<file path="src/rtl/vga_pixel_out.sv">
// vga_pixel_out: display output stage. It decodes the timer's column/row counts
// into sync and blanking, fetches each visible pixel from the frame buffer with
// a one-clk request, and drives RGB332 colour aligned with sync and blank. All
// outputs lag the counts that produced them by one pixel strobe.
module vga_pixel_out #(
  parameter int H_ACTIVE = 640,
  parameter int H_FP     = 16,
  parameter int H_SYNC   = 96,
  parameter int V_ACTIVE = 480,
  parameter int V_FP     = 10,
  parameter int V_SYNC   = 2
) (
  input  logic        clk,
  input  logic        n_rst,
  input  logic        enable,
  input  logic        pixel_clk,
  input  logic [9:0]  col,
  input  logic [9:0]  row,
  input  logic [7:0]  rd_data,
  input  logic        rd_valid,
  input  logic        clr_underrun,
  output logic        rd_req,
  output logic [19:0] rd_addr,
  output logic        hsync,
  output logic        vsync,
  output logic        blank_n,
  output logic [2:0]  red,
  output logic [2:0]  green,
  output logic [1:0]  blue,
  output logic        frame_start,
  output logic        underrun
);

  // Combinational decode of the current counts
  logic        act;
  logic        hs_n;
  logic        vs_n;
  logic        first;
  logic [19:0] addr_next;

  // Pipeline control
  logic stage;
  logic bypass;
  logic underrun_set;

  // Stage 0 registers
  logic        rd_req_reg;
  logic [19:0] rd_addr_reg;
  logic        act0_reg;
  logic        hs0_reg;
  logic        vs0_reg;
  logic        first0_reg;

  // Read-return buffer
  logic       outst_reg;
  logic       buf_valid_reg;
  logic [7:0] buf_reg;

  // Stage 1 (pin) registers
  logic       hsync_reg;
  logic       vsync_reg;
  logic       blank_n_reg;
  logic       frame_start_reg;
  logic       underrun_reg;
  logic [7:0] rgb_reg;

  // Decode visible area, sync windows and frame-buffer address from the counts.
  // Counts past the frame size fall outside every window: blank, sync inactive.
  always_comb begin
    act       = (col < 10'(H_ACTIVE)) && (row < 10'(V_ACTIVE));
    hs_n      = !((col >= 10'(H_ACTIVE + H_FP)) &&
                  (col <= 10'(H_ACTIVE + H_FP + H_SYNC - 1)));
    vs_n      = !((row >= 10'(V_ACTIVE + V_FP)) &&
                  (row <= 10'(V_ACTIVE + V_FP + V_SYNC - 1)));
    first     = (col == 10'd0) && (row == 10'd0);
    addr_next = 20'(row) * 20'(H_ACTIVE) + 20'(col);
  end

  assign stage        = pixel_clk && enable;
  // A return arriving on the very strobe that outputs the pixel is used directly.
  assign bypass       = rd_valid && outst_reg;
  assign underrun_set = stage && act0_reg && !buf_valid_reg && !bypass;

  // Stage 0: register decoded flags and issue the read for visible pixels.
  // rd_req_reg holds while disabled so a request pending across an enable
  // drop is still issued once the block resumes.
  always_ff @(posedge clk) begin
    if (!n_rst) begin
      rd_req_reg  <= 1'b0;
      rd_addr_reg <= 20'd0;
      act0_reg    <= 1'b0;
      hs0_reg     <= 1'b1;
      vs0_reg     <= 1'b1;
      first0_reg  <= 1'b0;
    end else begin
      if (enable) rd_req_reg <= stage && act;
      if (stage) begin
        act0_reg   <= act;
        hs0_reg    <= hs_n;
        vs0_reg    <= vs_n;
        first0_reg <= first;
        if (act) rd_addr_reg <= addr_next;
      end
    end
  end

  // Track the single outstanding request and capture its return data.
  // Each strobe retires the previous request (consumed or expired) and
  // opens a new one if the new pixel is visible; returns with nothing
  // outstanding are ignored.
  always_ff @(posedge clk) begin
    if (!n_rst) begin
      outst_reg     <= 1'b0;
      buf_valid_reg <= 1'b0;
      buf_reg       <= 8'd0;
    end else if (stage) begin
      outst_reg     <= act;
      buf_valid_reg <= 1'b0;
    end else if (bypass) begin
      buf_reg       <= rd_data;
      buf_valid_reg <= 1'b1;
      outst_reg     <= 1'b0;
    end
  end

  // Stage 1: drive sync, blank and colour for the pixel registered in stage 0.
  always_ff @(posedge clk) begin
    if (!n_rst) begin
      hsync_reg       <= 1'b1;
      vsync_reg       <= 1'b1;
      blank_n_reg     <= 1'b0;
      rgb_reg         <= 8'd0;
      frame_start_reg <= 1'b0;
    end else begin
      frame_start_reg <= stage && first0_reg;
      if (stage) begin
        hsync_reg   <= hs0_reg;
        vsync_reg   <= vs0_reg;
        blank_n_reg <= act0_reg;
        if (!act0_reg)          rgb_reg <= 8'd0;
        else if (buf_valid_reg) rgb_reg <= buf_reg;
        else if (bypass)        rgb_reg <= rd_data;
        else                    rgb_reg <= 8'd0;
      end
    end
  end

  // Sticky underrun flag; a new underrun beats a simultaneous clear.
  always_ff @(posedge clk) begin
    if (!n_rst)            underrun_reg <= 1'b0;
    else if (underrun_set) underrun_reg <= 1'b1;
    else if (clr_underrun) underrun_reg <= 1'b0;
  end

  assign rd_req      = rd_req_reg && enable;
  assign rd_addr     = rd_addr_reg;
  assign hsync       = hsync_reg;
  assign vsync       = vsync_reg;
  assign blank_n     = blank_n_reg;
  assign red         = rgb_reg[7:5];
  assign green       = rgb_reg[4:2];
  assign blue        = rgb_reg[1:0];
  assign frame_start = frame_start_reg;
  assign underrun    = underrun_reg;

endmodule

</file>
<file path="config.mk">
export PLATFORM = sky130hd
export DESIGN_NAME = vga_pixel_out
export DESIGN_NICKNAME = d
export VERILOG_FILES = /design/src/rtl/vga_pixel_out.sv
export SDC_FILE = /design/constraint.sdc
export NUM_CORES = 1
export LEC_CHECK = 0
export ABC_AREA = 1
export CAP_MARGIN = 40
export CORE_AREA = 2 2 78 88
export CTS_CLUSTER_SIZE = 30
export DETAILED_ROUTE_END_ITERATION = 12
export DIE_AREA = 0 0 80 90
export GPL_ROUTABILITY_DRIVEN = 0
export PLACE_DENSITY_LB_ADDON = 0.15
export SYNTH_ARGS = -nofsm -noshare
export SYNTH_HDL_FRONTEND = slang
export SYNTH_SLANG_ARGS = --single-unit
</file>
<file path="constraint.sdc">
create_clock -name clk -period 2.09 [get_ports clk]
set_input_delay 0.209 -clock clk [delete_from_list [all_inputs] [get_ports clk]]
set_output_delay 0.209 -clock clk [all_outputs]
set_load 0.01 [all_outputs]
</file>
==> results.sh <==
export IMPL_p_sw_share_pct=28.3
export IMPL_r2r_end="rgb_reg[0]$_SDFFE_PN0P_"
export IMPL_startpoint_type="primary input"
export IMPL_layout_commonest_cell="nand2_1"
export IMPL_rsz0062_at_grt="yes"
export IMPL_tightest_slew_ns=0.361
export IMPL_synth_edff_count=0
export IMPL_synth_nets=423
export IMPL_status="finished, final reports clean"
export IMPL_hpwl_microns=5420
export IMPL_p_int_mw=1.62
export IMPL_startpoint="row[1]"
export IMPL_drt_iter0_drc=87
export IMPL_antenna_left=0
export IMPL_core_area_sq_um=6360
export IMPL_cts_htree_levels=2
export IMPL_sequentialPowerShare_pct=42.0
export IMPL_crit_chain="clkbuf_2 -> ha_4 -> ha_4 -> fa_1 -> nand2_1 -> nor2_1 -> nand2_2 -> a21oi_4 -> nand3_2 -> nor2_4 -> nand2_1 -> nand2_1 -> nand3_1 -> nand2_1 -> inv_1"
export IMPL_antenna_found_initial=0
export IMPL_cap_violations=0
export IMPL_leakage_nw=1.80
export IMPL_diodes=0
export IMPL_grt_max_degree=33
export IMPL_grt_pass1_wl_microns=11300
export IMPL_ys_warn_count=0
export IMPL_vias=2737
export IMPL_multi_input_area_sq_um=1660
export IMPL_reg2reg_slack_ns=0.81
export IMPL_largest_reg_flops=20
export IMPL_cp_common_cell="nand2_1"
export IMPL_synth_area_sq_um=2760
export IMPL_area_growth_pct=43.1
export IMPL_ys_seq_elements=48
export IMPL_power_frac_clock_pct=28.7
export IMPL_wl_per_cell_microns=12.4
export IMPL_max_stage_delay_ns=0.52
export IMPL_p_per_area_nw_per_um2=572
export IMPL_cp_endpoint="rd_addr[18]$_SDFFE_PN0P_"
export IMPL_grtUsageTotal_pct=19.2
export IMPL_hold_viol=0
export IMPL_drc=0
export IMPL_power_frac_comb_pct=29.3
export IMPL_cts_tree="done"
export IMPL_yosysUniqueCellTypes=41
export IMPL_setup_viol=0
export IMPL_clock_sinks=48
export IMPL_hold_path_class="primary input to register"
export IMPL_preCtsSetupSlack_ns=-0.652
export IMPL_fin_nets=525
export IMPL_fin_crit_ns=2.01
export IMPL_final_area_sq_um=3950
export IMPL_slew_violations=0
export IMPL_num_rows=31
export IMPL_grt_pass1_vias=2615
export IMPL_p_sw_mw=0.640
export IMPL_detail_route_wirelength_microns=6860
export IMPL_grt_overflow=0
export IMPL_vias_per_cell=4.95
export IMPL_die_y_microns=90
export IMPL_first_pass_iters=4
export IMPL_final_cell_mix="67 x nand2_1, 59 x clkdlybuf4s50_1, 50 x nor2_1, 48 x dfxtp_1, 43 x inv_1"
export IMPL_cpMaxStageDelayCell="fa_1"
export IMPL_cts_root_buf="clkbuf_8"
export IMPL_ioPinCount=68
export IMPL_fin_skew_ns=0.00697
export IMPL_ys_flop_type="dfxtp_1"
export IMPL_numCtsBuffers=5
export IMPL_clk_path_buf_depth=2
export IMPL_crit_arrival_ns=2.21
export IMPL_num_fill_cells=594
export IMPL_placed_area_sq_um=3770
export IMPL_fmax_mhz=497
export IMPL_clock_latency_ns=0.29
export IMPL_ir_drop_mv=0.280
export IMPL_initial_utilization_pct=43.4
export IMPL_seq_area_frac_synth_pct=34.8
export IMPL_clkTransAtPathRegs_ns=0.09
export IMPL_async_reset_ff_share_pct=0
export IMPL_avgSynthCellArea_sq_um=7.51
export IMPL_fin_crit_sh_pct=96.2
export IMPL_slew_limit_headroom_pct=75.9
export IMPL_die_area_sq_um=7200
export IMPL_timing_rr_start="buf_valid_reg$_SDFFE_PP0P_"
export IMPL_final_seq_area_sq_um=961
export IMPL_drive_gt1_share_pct=19.5
export IMPL_die_w_microns=80
export IMPL_crit_fanout=4
export IMPL_cp_end_kind="register"
export IMPL_netlist_instances=368
export IMPL_r2r_cells=3
export IMPL_critPathKind="primary input to register"
export IMPL_worst_slack_ns=0.0784
export IMPL_port_buffers=67
export IMPL_critical_path_required_ns=2.28
## metrics by stage
stage | hold slack, ns | std cells | setup TNS [ns] | power, mW | utilization [%]
6_report | 0.355 | 553 | 0 | 2.26 | 62.2
5_1_grt | 0.371 | 553 | -0.105 | 2.39 | 62.2
4_1_cts | 0.453 | 553 | -0.00295 | 2.25 | 61.4
3_5_place_dp | 0.438 | 544 | -3.93 | 1.60 | 59.3
3_3_place_gp | 0.433 | 544 | -3.65 | 1.59 | 59.3
2_1_floorplan | 0.312 | 368 | -0.0678 | 1.34 | -
## worst max-delay path: cells and delay by family
kind	cells	cell delay [ns]
AND/OR/NAND/NOR	9	0.75
AO/OA/AOI/OAI	1	0.18
buffers and inverters	2	0.14
adder cells (fa/ha/maj)	3	0.92
## kinds of logic (layout without fill, tap and decap cells)
logic type	count (synthesis)	after routing	share of synthesized area, %
AO/OA/AOI/OAI	61	61	13.7
XOR/XNOR	6	6	1.90
adder cells (fa/ha/maj)	21	21	10.1
buffers and inverters	57	160	8.92
flip-flops	48	48	34.8
AND/OR/NAND/NOR	175	175	30.7
## power groups by stage
stage / clock network, mW / registers [mW] / logic (mW)
after floorplan: 0 / 0.977 / 0.358
after global placement: 0 / 0.970 / 0.625
after detailed placement: 0 / 0.971 / 0.631
after CTS: 0.662 / 0.949 / 0.641
after global routing: 0.702 / 0.952 / 0.741
final: 0.649 / 0.949 / 0.663
## metal layers
| layer | track usage, % | share of wire [%] | wire length (microns) | vias to the layer above |
|---|---|---|---|---|
| met4 | 6.36 | 1.3 | 87 | 0 |
| met5 | 0 | 0 | 0 | - |
| met3 | 2.71 | 3.3 | 223 | 6 |
| met1 | 22.3 | 41 | 2830 | 1263 |
| li1 | - | - | - | 1414 |
| met2 | 35.3 | 54 | 3710 | 54 |
## synthesized netlist by cell type (all sizes together) (3+ instances only)
| master | n | area share (%) |
|---|---|---|
| xor2 | 3 | 0.95 |
| nand3 | 27 | 5.3 |
| o21ai | 19 | 3.6 |
| xnor2 | 3 | 0.95 |
| nand3b | 5 | 2.2 |
| nand4 | 4 | 0.91 |
| a21oi | 26 | 5.1 |
| inv | 47 | 6.6 |
| ha | 19 | 8.6 |
| buf | 5 | 1.7 |
| nor2 | 54 | 8.0 |
| clkbuf | 4 | 0.54 |
| dfxtp | 48 | 35 |
| o41ai | 8 | 2.5 |
| nand2 | 80 | 12 |
## cell type report
type,instances,area share [%]
Clock inverter,2,0.886
Clock buffer,6,1.84
Inverter,48,4.68
Timing Repair Buffer,104,23.7
Sequential cell,48,24.3
Multi-Input combinational cell,263,42.0
Tap cell,82,2.59
## what timing repair did
item,CTS,global route
setup endpoints to repair,8,7
setup buffers,1,0
gates resized for setup,9,19
hold buffers,0,0
pin swaps,5,10
endpoints found under the hold margin,0,0
## worst min path at each step
| stage | start | to | slack (ns) | cells after the start |
|---|---|---|---|---|
| after floorplan | enable | rd_req_reg$_SDFFE_PN0P_ | 0.31 | 1 |
| after global placement | first0_reg$_SDFFE_PN0P_ | frame_start$_SDFF_PN0_ | 0.43 | 2 |
| after detailed placement | first0_reg$_SDFFE_PN0P_ | frame_start$_SDFF_PN0_ | 0.44 | 2 |
| after CTS | vs0_reg$_SDFFE_PN1P_ | vsync$_SDFFE_PN1P_ | 0.45 | 2 |
| after global routing | row[0] | first0_reg$_SDFFE_PN0P_ | 0.37 | 5 |
| final | row[0] | first0_reg$_SDFFE_PN0P_ | 0.35 | 5 |
No activity file was read; power rests on OpenSTA's default activity.
